File: config.mk
export PLATFORM = sky130hd
export DESIGN_NAME = seq_scan_detect
export DESIGN_NICKNAME = d
export VERILOG_FILES = /design/src/rtl/seq_scan_detect.sv
export SDC_FILE = /design/constraint.sdc
export NUM_CORES = 1
export LEC_CHECK = 0
export ABC_AREA = 1
export BUFFER_PORTS_ARGS = -buffer_cell sky130_fd_sc_hd__clkbuf_2
export CORE_UTILIZATION = 40
export DETAILED_ROUTE_END_ITERATION = 8
export SLEW_MARGIN = 10
export SYNTH_ARGS = -nofsm -noshare
export SYNTH_HDL_FRONTEND = slang
export SYNTH_SLANG_ARGS = --single-unit
File: constraint.sdc
create_clock -name clk -period 1.95 [get_ports clk]
set_clock_uncertainty 0.05 [all_clocks]
set_input_delay 0.39 -clock clk [delete_from_list [all_inputs] [get_ports clk]]
set_output_delay 0.39 -clock clk [all_outputs]
set_load 0.01 [all_outputs]
File: src/rtl/seq_scan_detect.sv
// seq_scan_detect: steps the pattern ROM one address per clock and feeds each bit to a Moore 1011 detector.
// Define SEQ_OVERLAP_EN to let the tail of a match start the next one; by default matches never share bits.
module seq_scan_detect #(
    parameter int ADDR_W     = 10,
    parameter int FIRST_ADDR = 1,
    parameter int LAST_ADDR  = 21,
    parameter int CNT_W      = 4
) (
    input  logic              clk,
    input  logic              rst,
    input  logic              start,
    input  logic              pause,
    output logic [ADDR_W-1:0] rom_addr,
    input  logic              rom_data,
    output logic              busy,
    output logic              done,
    output logic              detect,
    output logic [2:0]        det_state,
    output logic [CNT_W-1:0]  match_cnt
);
    typedef enum logic [1:0] {IDLE, RUN, FIN} scan_t;
    typedef enum logic [2:0] {S0, S1, S2, S3, S4} det_t;
    scan_t state, state_nx;
    det_t det, det_nx;
    logic launch, step, last;
    assign launch = state == IDLE && start;
    assign step   = state == RUN && !pause;
    assign last   = rom_addr == ADDR_W'(LAST_ADDR);
    always_ff @(posedge clk)
        if (rst) state <= IDLE;
        else state <= state_nx;
    always_comb
        state_nx = launch ? RUN : (step && last) ? FIN : (state == FIN) ? IDLE : state;
    always_comb begin
        busy = state == RUN;
        done = state == FIN;
        detect = det == S4;
        det_state = det;
    end
    // S0 and the non-overlapping S4 share the same exits, so they fall to the default
    always_comb begin
        det_nx = rom_data ? S1 : S0;
        case (det)
            S1: det_nx = rom_data ? S1 : S2;
            S2: det_nx = rom_data ? S3 : S0;
            S3: det_nx = rom_data ? S4 : S2;
`ifdef SEQ_OVERLAP_EN
            S4: det_nx = rom_data ? S1 : S2;
`endif
            default: ;
        endcase
    end
    always_ff @(posedge clk)
        if (rst || launch) begin
            rom_addr <= ADDR_W'(FIRST_ADDR);
            det <= S0;
            match_cnt <= '0;
        end else if (step) begin
            det <= det_nx;
            if (!last) rom_addr <= rom_addr + ADDR_W'(1);
            if (det_nx == S4 && !(&match_cnt)) match_cnt <= match_cnt + CNT_W'(1);
        end
endmodule

==> summary.txt <==
Outcome
  • Status: complete, no violations

CTS
  • Clock buffer depth: 2
  • Post-CTS Setup Inserts: 0
  • CTS sink cnt: 19
  • Root Driver: clkbuf_4
  • Post-cts resize count: 0
  • Worst skew pair latency: 0.29 ns
  • Cts hold-fix bufs: 0
  • Clock-pin transition on the worst setup and hold timing paths: 0.11 ns
  • CTS tree: done
  • # H-tree levels: 1
  • TritonCTS Buffers: 3

Pwr
  • Peak VDD IR: 0.000313 V
  • Total power: 0.665 mW
  • PD cells: 524 nW/um^2
  • Lkg Pwr: 0.554 nW

Finish
  • Filler Cells Inserted: 263
  • Diodes inserted: 0
  • Area growth syn-to-layout: 14.6%
  • Non-filler cells, final: 212
  • Layout cells sized above 1: 28.0%
  • Fin nets: 191
  • Commonest non-fill, non-tap cell in the layout: nand2_1
  • Most frequent cells in the layout: 42 x nand2_1, 24 x clkbuf_2, 19 x dfxtp_1, 14 x inv_1, 14 x nand3_1

Hold path
  • Hold Path Depth: 2
  • Hold Startpoint: rst
  • Hold Crit Endpoint: state[0]
  • Worst min path class: in2reg

Logic synthesis
  • Synth Register Bits: 19
  • Mean post-synth cell area: 7.10 sq um
  • Top cell type's share of synthesized area: 34.4%
  • Seq/Total Area, Yosys: 34.4%
  • Synth area leaders: dfxtp_1 34%, nand2_1 14%, nand3_1 6.3%
  • Cell taking the most area after synthesis: dfxtp_1
  • Synth warn: 0
  • Synthesized area: 1110 sq um
  • Mapped Cells: 156
  • Number of distinct library cells after synthesis: 21
  • Syn_nets: 164

Timing
  • Setup TNS Final: 0 ns
  • Period utilisation layout: 78.7%
  • Slew headroom: 79.9%
  • Setup violators final: 0
  • Hold_ws: 0.239 ns
  • Final Max Tran Viols: 0
  • Tmin final: 1.53 ns
  • Final Hold Violating Endpoints: 0
  • Worst-Margin Slew: 0.301 ns
  • Fmax: 652 MHz
  • RSZ-0062 raised after global routing: no

Route
  • Total number of vias: 1013
  • Avg WL per Cell: 10.6 um
  • Via/cell ratio: 4.78
  • DRT antenna net count: 0
  • 1st-pass router iterations: 4
  • # DRC: 0
  • Total Wirelength: 2.25 mm
  • Drt first-iter violations: 17

Worst setup path
  • Critical path class: reg2out
  • Worst Path Required: 1.51 ns
  • Reg-to-Reg End: rom_addr[3]
  • Crit end category: output pin
  • R2R setup slack: 0.50 ns
  • Worst Path Arrival: 1.09 ns
  • CP Max Fanout: 4
  • R2R depth: 9
  • CP Launch Type: register
  • FF-to-FF Start: rom_addr[1]

Placement
  • Post-DP HPWL: 1.72 mm
  • GPL Wtd Cong: 0.778
  • I/O Buffers: 24
  • Placed insts: 208

GRT
  • Largest net degree at the start of global routing: 13
  • Total grt overflow: 0
  • Initial antenna violation count: 0
  • GRT Resource Usage Total: 16.7%
  • Vias in the first global route: 863
  • First-pass GRT wire length: 3.55 mm

Floorplanning
  • Die area: 2980 sq um
  • Starting Density: 43.5%
  • Die width: 54.6 um
  • Rows: 18
  • Io pins: 25
  • Die height: 54.6 um
  • Core region area: 2540 sq um

Job
  • Max cap viols: 0
logic make-up (layout without fill, tap and decap cells):
family / count (synthesis) / after routing / synth area share [%]
buffers and inverters: 23 / 49 / 9.83
XOR/XNOR: 4 / 4 / 3.16
AO/OA/AOI/OAI: 14 / 14 / 6.33
adder cells (fa/ha/maj): 3 / 3 / 3.39
AND/OR/NAND/NOR: 93 / 93 / 42.9
flip-flops: 19 / 19 / 34.3
area by class of cell:
cell class	count	area (sq um)	area share (%)
Inverter	21	86.3	6.80
Sequential cell	19	380	30.0
Multi-Input combinational cell	114	618	48.7
Tap cell	30	37.5	2.96
Timing Repair Buffer	24	120	9.47
Clock buffer	4	26.3	2.07
metal layers:
| layer | vias up | GRT usage (%) | wire length, um |
|---|---|---|---|
| li1 | 543 | - | - |
| met1 | 456 | 21.1 | 1040 |
| met2 | 12 | 28.7 | 1120 |
| met3 | 2 | 2.50 | 76 |
| met4 | 0 | 5.13 | 13 |
| met5 | - | 0 | 0 |
power breakdown:
group	switching, mW	internal [mW]
Combinational	0.0444	0.0208
Clock	0.123	0.0795
Sequential	0.00496	0.392
Yosys cell counts:
master    number
nand2_1       42
dfxtp_1       19
inv_1         14
nand3_1       14
nor2_1        13
a21oi_1       12
nor2_4         6
inv_2          5
nand4_1        5
nand2_2        4
nor2_2         4
ha_1           3
buf_6          2
nand2_4        2
nor3_1         2
o21ai_0        2
xnor2_1        2
xor2_1         2
clkinv_4       1
inv_4          1
nand3_4        1
state kept, by name, indices dropped and copies added (netlist names):
name	cells
rom_addr	10
match_cnt	4
det_state	3
state	2
worst max-delay path, stage by stage, from the launching register on:
cell	delay (ns)
dfxtp_1	0.39
inv_1	0.09
nor3_1	0.15
clkbuf_2	0.16
stage by stage:
step / area [sq um] / util (%) / setup slack (ns)
2_1_floorplan: 1110 / - / 0.619
3_3_place_gp: 1240 / 48.8 / 0.548
3_5_place_dp: 1240 / 48.8 / 0.528
4_1_cts: 1270 / 49.9 / 0.419
5_1_grt: 1270 / 49.9 / 0.340
6_report: 1270 / 49.9 / 0.416
how the worst max path moves through the flow:
| stage | endpoint | slack (ns) | start | depth (start not counted) |
|---|---|---|---|---|
| final | detect | 0.42 | det_state[2] | 3 |
| after global routing | rom_addr[6] | 0.34 | rom_addr[1] | 9 |
| after CTS | detect | 0.42 | det_state[2] | 3 |
| after detailed placement | rom_addr[5] | 0.53 | rom_addr[1] | 9 |
| after global placement | rom_addr[6] | 0.55 | rom_addr[1] | 9 |
| after floorplan | rom_addr[1] | 0.62 | rom_addr[1] | 10 |
(Power assumes the default switching activity.)
